**config.mk**
```make
export PLATFORM = sky130hd
export DESIGN_NAME = pt_dump_flat
export DESIGN_NICKNAME = d
export VERILOG_FILES = /design/src/rtl/pt_dump_pkg.sv /design/src/rtl/pt_dump_if.sv /design/src/rtl/pt_dump.sv /design/src/flat_wrapper.sv
export SDC_FILE = /design/constraint.sdc
export NUM_CORES = 1
export LEC_CHECK = 0
export BUFFER_PORTS_ARGS = -buffer_cell sky130_fd_sc_hd__buf_2
export CORE_ASPECT_RATIO = 0.5
export CORE_UTILIZATION = 40
export DETAILED_ROUTE_END_ITERATION = 7
export PLACE_DENSITY_LB_ADDON = 0.1
export SLEW_MARGIN = 20
export SYNTH_ARGS = -nofsm -noshare
export SYNTH_HDL_FRONTEND = slang
export SYNTH_SLANG_ARGS = --single-unit
export TNS_END_PERCENT = 100
```
**constraint.sdc**
```tcl
create_clock -name clk -period 3.5 [get_ports clk]
set_input_delay 0.525 -clock clk [delete_from_list [all_inputs] [get_ports clk]]
set_output_delay 0.525 -clock clk [all_outputs]
set_load 0.02 [all_outputs]
```
**src/rtl/pt_dump_pkg.sv**
```systemverilog
// Shared definitions for the key-crack datapath: FSM state codes and stream constants.
package pt_dump_pkg;

  localparam int KEY_BYTES = 3;
  localparam int LEN_ADDR  = 0;

  typedef logic [3:0] state_t;

  localparam state_t ST_IDLE    = 4'd0;
  localparam state_t ST_RD_LEN  = 4'd1;
  localparam state_t ST_WT_LEN  = 4'd2;
  localparam state_t ST_KEY     = 4'd3;
  localparam state_t ST_RD_BYTE = 4'd4;
  localparam state_t ST_WT_BYTE = 4'd5;
  localparam state_t ST_SEND    = 4'd6;
  localparam state_t ST_FIN     = 4'd7;

  // Key bytes go out most-significant first.
  function automatic logic [7:0] key_byte(input logic [23:0] k, input logic [1:0] i);
    logic [7:0] b;
    case (i)
      2'd0:    b = k[23:16];
      2'd1:    b = k[15:8];
      default: b = k[7:0];
    endcase
    return b;
  endfunction

endpackage

```
**src/rtl/pt_dump_if.sv**
```systemverilog
// Start handshake, plaintext RAM port and output byte stream of pt_dump.
interface pt_dump_if #(
  parameter int ADDR_W = 8
);
  logic              en;
  logic              rdy;
  logic [23:0]       key;
  logic              done;
  logic [ADDR_W-1:0] pt_addr;
  logic [7:0]        pt_rddata;
  logic [7:0]        out_data;
  logic              out_valid;
  logic              out_ready;

  modport master (
    output en, key, pt_rddata, out_ready,
    input  rdy, done, pt_addr, out_data, out_valid
  );

  modport slave (
    input  en, key, pt_rddata, out_ready,
    output rdy, done, pt_addr, out_data, out_valid
  );
endinterface

```
**src/rtl/pt_dump.sv**
```systemverilog
// Streams the cracked key (optional) followed by the length-prefixed plaintext
// held in an external synchronous RAM, one byte per valid/ready handshake.
module pt_dump
  import pt_dump_pkg::*;
#(
  parameter int SEND_KEY = 1,
  parameter int ADDR_W   = 8
) (
  input  logic     clk,
  input  logic     rst_n,
  pt_dump_if.slave bus
);

  state_t            state_q, state_d;
  logic              rdy_q, rdy_d;
  logic              done_q, done_d;
  logic              out_valid_q, out_valid_d;
  logic [7:0]        out_data_q, out_data_d;
  logic [ADDR_W-1:0] pt_addr_q, pt_addr_d;
  logic [8:0]        index_q, index_d;
  logic [7:0]        len_q, len_d;
  logic [23:0]       key_q, key_d;
  logic [1:0]        kcnt_q, kcnt_d;

  always_comb begin
    state_d     = state_q;
    rdy_d       = rdy_q;
    done_d      = 1'b0;
    out_valid_d = out_valid_q;
    out_data_d  = out_data_q;
    pt_addr_d   = pt_addr_q;
    index_d     = index_q;
    len_d       = len_q;
    key_d       = key_q;
    kcnt_d      = kcnt_q;

    case (state_q)
      ST_IDLE: begin
        rdy_d       = 1'b1;
        out_valid_d = 1'b0;
        if (rdy_q && bus.en) begin
          rdy_d     = 1'b0;
          key_d     = bus.key;
          index_d   = 9'd0;
          pt_addr_d = ADDR_W'(LEN_ADDR);
          state_d   = ST_RD_LEN;
        end
      end

      ST_RD_LEN: state_d = ST_WT_LEN;

      ST_WT_LEN: begin
        len_d = bus.pt_rddata;
        if (SEND_KEY != 0) begin
          kcnt_d      = 2'd0;
          out_data_d  = key_byte(key_q, 2'd0);
          out_valid_d = 1'b1;
          state_d     = ST_KEY;
        end else if (bus.pt_rddata == 8'd0) begin
          done_d  = 1'b1;
          state_d = ST_FIN;
        end else begin
          index_d   = 9'd1;
          pt_addr_d = ADDR_W'(9'd1);
          state_d   = ST_RD_BYTE;
        end
      end

      ST_KEY: begin
        if (bus.out_ready) begin
          if (kcnt_q == 2'(KEY_BYTES - 1)) begin
            out_valid_d = 1'b0;
            if (len_q == 8'd0) begin
              done_d  = 1'b1;
              state_d = ST_FIN;
            end else begin
              index_d   = 9'd1;
              pt_addr_d = ADDR_W'(9'd1);
              state_d   = ST_RD_BYTE;
            end
          end else begin
            kcnt_d     = kcnt_q + 2'd1;
            out_data_d = key_byte(key_q, kcnt_q + 2'd1);
          end
        end
      end

      // The address is already registered on entry so the RAM samples it this cycle.
      ST_RD_BYTE: begin
        pt_addr_d = ADDR_W'(index_q);
        state_d   = ST_WT_BYTE;
      end

      ST_WT_BYTE: begin
        out_data_d  = bus.pt_rddata;
        out_valid_d = 1'b1;
        state_d     = ST_SEND;
      end

      ST_SEND: begin
        if (bus.out_ready) begin
          out_valid_d = 1'b0;
          if (index_q == {1'b0, len_q}) begin
            done_d  = 1'b1;
            state_d = ST_FIN;
          end else begin
            index_d   = index_q + 9'd1;
            pt_addr_d = ADDR_W'(index_q + 9'd1);
            state_d   = ST_RD_BYTE;
          end
        end
      end

      ST_FIN: begin
        rdy_d   = 1'b1;
        state_d = ST_IDLE;
      end

      default: begin
        state_d     = ST_IDLE;
        rdy_d       = 1'b0;
        out_valid_d = 1'b0;
        out_data_d  = 8'd0;
        pt_addr_d   = '0;
      end
    endcase
  end

  always_ff @(posedge clk or negedge rst_n) begin
    if (!rst_n) begin
      state_q     <= ST_IDLE;
      rdy_q       <= 1'b0;
      done_q      <= 1'b0;
      out_valid_q <= 1'b0;
      out_data_q  <= 8'd0;
      pt_addr_q   <= '0;
      index_q     <= 9'd0;
      len_q       <= 8'd0;
      key_q       <= 24'd0;
      kcnt_q      <= 2'd0;
    end else begin
      state_q     <= state_d;
      rdy_q       <= rdy_d;
      done_q      <= done_d;
      out_valid_q <= out_valid_d;
      out_data_q  <= out_data_d;
      pt_addr_q   <= pt_addr_d;
      index_q     <= index_d;
      len_q       <= len_d;
      key_q       <= key_d;
      kcnt_q      <= kcnt_d;
    end
  end

  assign bus.rdy       = rdy_q;
  assign bus.done      = done_q;
  assign bus.out_valid = out_valid_q;
  assign bus.out_data  = out_data_q;
  assign bus.pt_addr   = pt_addr_q;

endmodule

```
**src/flat_wrapper.sv**
```systemverilog
// flat-port wrapper written by rule: the top's interface ports become plain ports
module pt_dump_flat import pt_dump_pkg::*;
#(
  parameter int SEND_KEY = 1,
  parameter int ADDR_W   = 8
)
  (clk, rst_n, bus_en, bus_key, bus_pt_rddata, bus_out_ready, bus_rdy, bus_done, bus_pt_addr, bus_out_data, bus_out_valid);
  pt_dump_if #(.ADDR_W(ADDR_W)) bus_i ();
  input  logic clk;
  input  logic rst_n;
  input wire logic [$bits(bus_i.en)-1:0] bus_en;
  input wire logic [$bits(bus_i.key)-1:0] bus_key;
  input wire logic [$bits(bus_i.pt_rddata)-1:0] bus_pt_rddata;
  input wire logic [$bits(bus_i.out_ready)-1:0] bus_out_ready;
  output wire logic [$bits(bus_i.rdy)-1:0] bus_rdy;
  output wire logic [$bits(bus_i.done)-1:0] bus_done;
  output wire logic [$bits(bus_i.pt_addr)-1:0] bus_pt_addr;
  output wire logic [$bits(bus_i.out_data)-1:0] bus_out_data;
  output wire logic [$bits(bus_i.out_valid)-1:0] bus_out_valid;
  assign bus_i.en = bus_en;
  assign bus_i.key = bus_key;
  assign bus_i.pt_rddata = bus_pt_rddata;
  assign bus_i.out_ready = bus_out_ready;
  assign bus_rdy = bus_i.rdy;
  assign bus_done = bus_i.done;
  assign bus_pt_addr = bus_i.pt_addr;
  assign bus_out_data = bus_i.out_data;
  assign bus_out_valid = bus_i.out_valid;
  pt_dump #(.SEND_KEY(SEND_KEY), .ADDR_W(ADDR_W)) u_core (.clk(clk), .rst_n(rst_n), .bus(bus_i));
endmodule
```
==> summary.md, run 1 <==
| Metric | Value |
|---|---|
| CP endpoint kind | flip-flop |
| Site Rows | 23 |
| Final Setup Violations | 0 |
| TritonCTS clock tree | done |
| Fin util | 0.500 |
| Final #Nets | 412 |
| Vias in the first global route | 2506 |
| Adder-Cell Fraction of Synth Area | 0.0176 |
| DRC violations left | 0 |
| Met3 usage | 0.0766 |
| Compound-Gate Fraction of Synth Area | 0.167 |
| CTS Buf Count | 9 |
| Clock transition at path regs | about 0.05 ns |
| Post-CTS resize count | 0 |
| Largest buffer count on any clock path | 2 |
| CP required | 3.70 ns |
| CTS Hold Bufs | 0 |
| Reg2Reg Launch Point | u_core.state_q[0]$_DFFE_PN0P_ |
| Die Y | 67.3 um |
| Clk pwr share | 0.247 |
| Post-synth EDFFs | 0 |
| Largest net degree at the start of global routing | 66 |
| Max Cap Viol | 0 |
| Delay-heaviest family, CP | compound AO/OA/AOI/OAI gates |
| Met1 GRT Util | 0.256 |
| Pwr dens | 952 nW/um^2 |
| Clock latency on the worst-skew pair | around 0.33 ns |
| Core region area | 8140 sq um |
| Initial Util | 0.419 |
| Layout cell share with drive strength beyond 1 | 0.324 |
| RSZ-0062 raised after global routing | no |
| Global-route wire length before repair | 13200 um |
| Switching share of power | 0.376 |
| Antenna violations before repair | 0 |
| DR iter-0 viols | 134 |
| Hold/Removal Path Class | input pin to async pin |
| FFs w/ async S/R, synth | 1.00 |
| Dpl cell area | 3750 sq um |
| Int Pwr | 0.00242 W |
| Busiest grt layer | met2 |
| Simple-gate share of the synthesized area | 0.138 |
| Worst Setup SP | u_core.state_q[0]$_DFFE_PN0P_ |
| Vias | 2608 |
| CP Max Fanout | 26 |
| Mapped Cells | roughly 330 |
| Post-synthesis mux area share | 0.132 |
| Critical Path Start Type | flip-flop |
| Final Skew | a little under 0.004 ns |
| Buf/Inv on CP | 0 |
| Fin. Hold Viols | 0 |
| Final period util | 0.662 |
| Mapped Nets | 365 |
| Combinational family with the most area after synthesis | compound AO/OA/AOI/OAI gates |
| Xor and xnor area share after synthesis | 0.0360 |
| Worst-Margin Slew | about 0.97 ns |
| Tmin final | 2.32 ns |
| Psw | 0.00146 W |
| Reg power frac | 0.351 |
| Postcts setup bufs | 0 |
| Post-route cell area | 4080 sq um |
| Global-route usage over all layers | 0.196 |
| VDD IR max | roughly 0.34 mV |
| FMAX | between 400 and 500 MHz |
| Sequential fraction of the synthesis area | 0.477 |
| DRT antenna net count | 0 |
| FF+latch count, synth | 65 |
| # port buffers | 54 |
| Total power draw | 0.00388 W |
| CTS root buf | clkbuf_16 |
| Critical path arrival | 2.52 ns |
| Overflow after GRT | 0 |
| Max incr delay on CP | roughly 0.73 ns |
| Part of the power in combinational logic | 0.402 |
| Leakage | 1.77 nW |
| H-tree Lvls | 3 |
| Setup TNS | 0 ns |
| Synth Flop Type | dfrtp_1 |
| # IOs | 55 |
| Max-slew violation count | 0 |
| Via density | between 5 and 6 |
| Routability cong. | 0.862 |
| Antenna fix cells | 0 |
| Slowest-stage cell, CP | dfrtp_1 |
| Die span in x | 133 um |
| Worst slew margin | 0.355 |
| Area Growth Syn to Fin | 19.5% |
| Syn. warnings | 0 |
| Status | finished clean |
| Post-Syn Area | 3410 sq um |
| Avg Cell Area, Syn | 10.5 sq um |
| Crit-path cells | a2111oi_2 -> a31oi_1 -> a21bo_2 -> nor2_1 -> a221oi_1 -> o21ai_0 |
| Routed len/inst | 16.1 um |
| Die area | 8920 sq um |
| GR Layer Usage met2 | 0.308 |
| Crit path kind | flip-flop to flip-flop |
| HPWL Detailed | 5630 um |
| DRT Pass-1 Iters | 4 |
| Final wirelength | 7880 um |
| Sinks on Clock Net | 65 |
| Distinct cells, synth | 50 |
-- sequential cells by signal (all words and copies together) (netlist names) --
name                  cells
u_core.bus.done           1
u_core.bus.out_data       8
u_core.bus.out_valid      1
u_core.bus.pt_addr        8
u_core.bus.rdy            1
u_core.index_q            9
u_core.kcnt_q             2
u_core.key_q             24
u_core.len_q              8
u_core.state_q            3
-- placed cells by master, fill, tap and decap left out, drive strengths merged, types with 2 or more instances in the layout --
master,instances
a21oi,7
nand4,5
nand2,27
a22oi,10
o22ai,2
nor2b,2
o2bb2ai,6
xnor2,9
nor3,3
o21ai,32
and2,4
nor2,31
mux2,40
and3,6
or3,3
xor2,5
dfrtp,65
buf,57
or4,2
ha,4
nand2b,5
clkbuf,15
a31oi,6
o211ai,2
inv,4
a221oi,9
nand3,3
-- synthesized netlist by cell type, drive strengths merged, types with 2 or more instances --
library cell / n / area (sq um)
a21oi: 7 / 38.8
a221oi: 9 / 78.8
a22oi: 10 / 75.1
a31oi: 6 / 43.8
and2: 4 / 25.0
and3: 6 / 37.5
buf: 14 / 67.6
clkbuf: 7 / 27.5
dfrtp: 65 / 1630
ha: 4 / 50.1
inv: 4 / 15.0
mux2: 40 / 450
nand2: 27 / 101
nand2b: 5 / 31.3
nand3: 3 / 15.0
nand4: 5 / 31.3
nor2: 31 / 116
nor2b: 2 / 12.5
nor3: 3 / 25.0
o211ai: 2 / 28.8
o21ai: 32 / 160
o22ai: 2 / 12.5
o2bb2ai: 6 / 52.6
or3: 3 / 23.8
or4: 2 / 15.0
xnor2: 9 / 78.8
xor2: 5 / 43.8
-- path summary, 6_finish.rpt --
path / endpoint / slack [ns] / cells past startpoint
max reg2reg: u_core.bus.pt_addr[0]$_DFFE_PN0P_ / 1.18 / 6
min in group clk: u_core.key_q[5]$_DFFE_PN0P_ / 0.41 / 2
max in group asynchronous: u_core.key_q[16]$_DFFE_PN0P_ / 2.57 / 2
min reg2reg: u_core.index_q[8]$_DFFE_PN0P_ / 0.47 / 1
min: u_core.bus.pt_addr[2]$_DFFE_PN0P_ / 0.37 / 2
max: u_core.bus.pt_addr[0]$_DFFE_PN0P_ / 1.18 / 6
-- per-stage QoR --
stage	hold WS, ns	worst slack [ns]	std cells
2_1_floorplan	0.229	1.59	325
3_5_place_dp	0.461	1.24	473
5_1_grt	0.394	0.984	489
4_1_cts	0.400	1.23	489
6_report	0.371	1.18	489
3_3_place_gp	0.465	1.24	473
-- layout make-up --
cell class	instances	area, sq um
timing repair buffer	57	293
multi-input combinational	235	1670
sequential	65	1630
fill	769	4070
clock inverter	1	30.0
tap	112	140
inverter	4	15.0
clock buffer	15	298
-- metal layers --
metal,wire length (um),vias to the layer above
li1,-,1272
met1,3880,1267
met2,3530,62
met3,392,7
met4,72,0
met5,0,-
-- kinds of logic (layout without fill, tap and decap cells) --
logic type,count (synthesis),after routing
and+or+nand+nor,94,94
AOI/OAI and AO/OA,82,82
DFF,65,65
muxes,40,40
buffers and inverters,25,77
xor gates and xnor gates,14,14
adders and majority gates,5,5
-- power by group through the flow --
stage / Clock [W] / Combinational [W] / Sequential [W]
final: 0.000960 / 0.00156 / 0.00136
after detailed placement: 0 / 0.00157 / 0.00137
after floorplan: 0 / 0.00123 / 0.00129
after global routing: 0.00102 / 0.00173 / 0.00141
after CTS: 0.000978 / 0.00157 / 0.00136
after global placement: 0 / 0.00152 / 0.00136
(Power assumes the default switching activity.)
==> run 2: changes to the inputs <==
==> constraint.sdc (replaced) <==
create_clock -name clk -period 2.4 [get_ports clk]
set_input_delay 0.36 -clock clk [delete_from_list [all_inputs] [get_ports clk]]
set_output_delay 0.36 -clock clk [all_outputs]
set_load 0.02 [all_outputs]
==> summary.md, run 2 (synthesis results as in run 1) <==
| Metric | Value |
|---|---|
| Delay-heaviest family, CP | flip-flops |
| CTS Buf Count | 9 (unchanged) |
| Fin util | 0.501 (+0.000615) |
| Final Skew | 0.00993 ns (+0.00600 ns) |
| FMAX | 485 MHz (+12%) |
| Vias | 2619 (+0.42%) |
| Post-CTS resize count | 0 (unchanged) |
| Via density | 5.32 (-0.19%) |
| Site Rows | 23 (unchanged) |
| Sinks on Clock Net | 65 (unchanged) |
| Final wirelength | 7680 um (-2.5%) |
| Antenna fix cells | 0 (unchanged) |
| Clk pwr share | 0.236 (-0.011) |
| CTS root buf | clkbuf_16 |
| Final period util | 0.860 (+0.198) |
| VDD IR max | 0.541 mV (+59%) |
| Dpl cell area | 3780 sq um (+0.94%) |
| # IOs | 55 (unchanged) |
| Max-slew violation count | 0 (unchanged) |
| Crit path kind | flip-flop to flip-flop |
| TritonCTS clock tree | done |
| RSZ-0062 raised after global routing | no |
| DRC violations left | 0 (unchanged) |
| Worst-Margin Slew | 0.683 ns (-0.285 ns) |
| Final Setup Violations | 0 (unchanged) |
| Reg power frac | 0.344 (-0.007) |
| Pwr dens | 1370 nW/um^2 (+43%) |
| Status | finished clean |
| Worst slew margin | 0.543 (+0.188) |
| Overflow after GRT | 0 (unchanged) |
| Core region area | 8140 sq um (unchanged) |
| Part of the power in combinational logic | 0.420 (+0.018) |
| CTS Hold Bufs | 0 (unchanged) |
| Fin. Hold Viols | 0 (unchanged) |
| Total power draw | 0.00557 W (+44%) |
| Layout cell share with drive strength beyond 1 | 0.329 (+0.00534) |
| Most frequent cells in the layout | dfrtp_1 (65), buf_2 (54), mux2_2 (37) |
| Tmin final | 2.06 ns (-0.254 ns) |
| Crit-path cells | nand2b_1 -> o22ai_1 -> a21oi_2 -> and2_1 -> nand4_1 -> o21ai_1 |
| Setup TNS | 0 ns (unchanged) |
| Clock transition at path regs | 0.06 ns (about the same) |
| Post-route cell area | 4080 sq um (+0.12%) |
| Biggest regs | u_core.key_q x24, u_core.index_q x9 |
| CP Max Fanout | 17 (-35%) |
| DRT Pass-1 Iters | 4 (unchanged) |
| Largest net degree at the start of global routing | 30 (-55%) |
| Global-route usage over all layers | 0.191 (-0.00554) |
| Max incr delay on CP | 0.72 ns (about the same) |
| Critical path arrival | 2.32 ns (-0.20 ns) |
| Max Cap Viol | 0 (unchanged) |
| Initial Util | 0.419 (unchanged) |
| Hold Slack | 0.0167 ns (-0.354 ns) |
| Antenna violations before repair | 0 (unchanged) |
| Critical Path Start Type | flip-flop |
| DR iter-0 viols | 172 (+28%) |
| Die Y | 67.3 um (unchanged) |
| Hold/Removal Path Class | input pin to async pin |
| Commonest non-fill, non-tap cell in the layout | dfrtp_1 |
| DRT antenna net count | 0 (unchanged) |
| Clock latency on the worst-skew pair | 0.34 ns (about the same) |
| # port buffers | 54 (unchanged) |
| Largest register FFs | 24 (unchanged) |
| Psw | 0.00214 W (+46%) |
| Slowest-stage cell, CP | dfrtp_1 |
| Int Pwr | 0.00344 W (+42%) |
| Reg with most FFs | u_core.key_q |
| Fill cell count | 743 (-3.4%) |
| HPWL Detailed | 5590 um (-0.65%) |
| Global-route wire length before repair | 12700 um (-4.0%) |
| Switching share of power | 0.383 (+0.00701) |
| Flop2flop setup slack | 0.34 ns (-0.85 ns) |
| Routed len/inst | 15.6 um (-3.1%) |
| Area Growth Syn to Fin | 19.7% |
| Final #Nets | 415 (+0.73%) |
| H-tree Lvls | 3 (unchanged) |
| Largest buffer count on any clock path | 2 (unchanged) |
| CP required | 2.65 ns (-1.05 ns) |
| Leakage | 1.77 nW (about the same) |
| Die span in x | 133 um (unchanged) |
| CP endpoint kind | flip-flop |
| Postcts setup bufs | 0 (unchanged) |
| Buf/Inv on CP | 0 (unchanged) |
| Vias in the first global route | 2491 (-0.60%) |
| Die area | 8920 sq um (unchanged) |
| Routability cong. | 0.829 (-3.8%) |
[run 2: per-layer routing]
| layer | global-route usage | vias to the layer above | wire length (um) | share of wire |
|---|---|---|---|---|
| li1 | - | 1282 | - | - |
| met1 | 0.251 | 1268 | 3760 | 0.49 |
| met2 | 0.299 | 62 | 3410 | 0.44 |
| met3 | 0.0593 | 7 | 427 | 0.056 |
| met4 | 0.0733 | 0 | 84 | 0.011 |
| met5 | 0 | - | 0 | 0 |
[run 2: final timing paths]
kind                                              startpoint                           endpoint  cells past startpoint
setup / recovery               u_core.state_q[0]$_DFFE_PN0P_      u_core.index_q[7]$_DFFE_PN0P_                      6
hold / removal                                         rst_n  u_core.bus.pt_addr[2]$_DFFE_PN0P_                      1
setup reg to reg               u_core.state_q[0]$_DFFE_PN0P_      u_core.index_q[7]$_DFFE_PN0P_                      6
hold reg to reg            u_core.bus.pt_addr[3]$_DFFE_PN0P_  u_core.bus.pt_addr[3]$_DFFE_PN0P_                      1
max in group asynchronous                              rst_n       u_core.key_q[11]$_DFFE_PN0P_                      2
min in group clk                                  bus_key[8]        u_core.key_q[8]$_DFFE_PN0P_                      2
[run 2: worst register-to-register path, stage by stage (launching register included)]
cell and delay (ns):
dfrtp_1 0.72, nand2b_1 0.25, o22ai_1 0.16, a21oi_2 0.24, and2_1 0.30, nand4_1 0.13, o21ai_1 0.16
[run 2: final cells by class]
type,instances,area [sq um],area share
clock buffers,11,243,0.0595
repair buffers,60,328,0.0803
multi-input cells,235,1670,0.410
well taps,112,140,0.0343
flip-flops and latches,65,1630,0.399
clock inverters,5,55.1,0.0135
inverters,4,15.0,0.00368
[run 2: metrics by stage]
step           cells  setup slack [ns]
2_1_floorplan    325             0.493
3_3_place_gp     476             0.456
3_5_place_dp     476             0.375
4_1_cts          492             0.356
5_1_grt          492            0.0953
6_report         492             0.336
[run 2: power by group through the flow]
stage	Clock (W)	Sequential, W	Combinational (W)
4_1_cts	0.00134	0.00192	0.00237
3_3_place_gp	0	0.00192	0.00232
5_1_grt	0.00139	0.00200	0.00261
2_1_floorplan	0	0.00188	0.00179
6_report	0.00131	0.00192	0.00234
3_5_place_dp	0	0.00194	0.00236
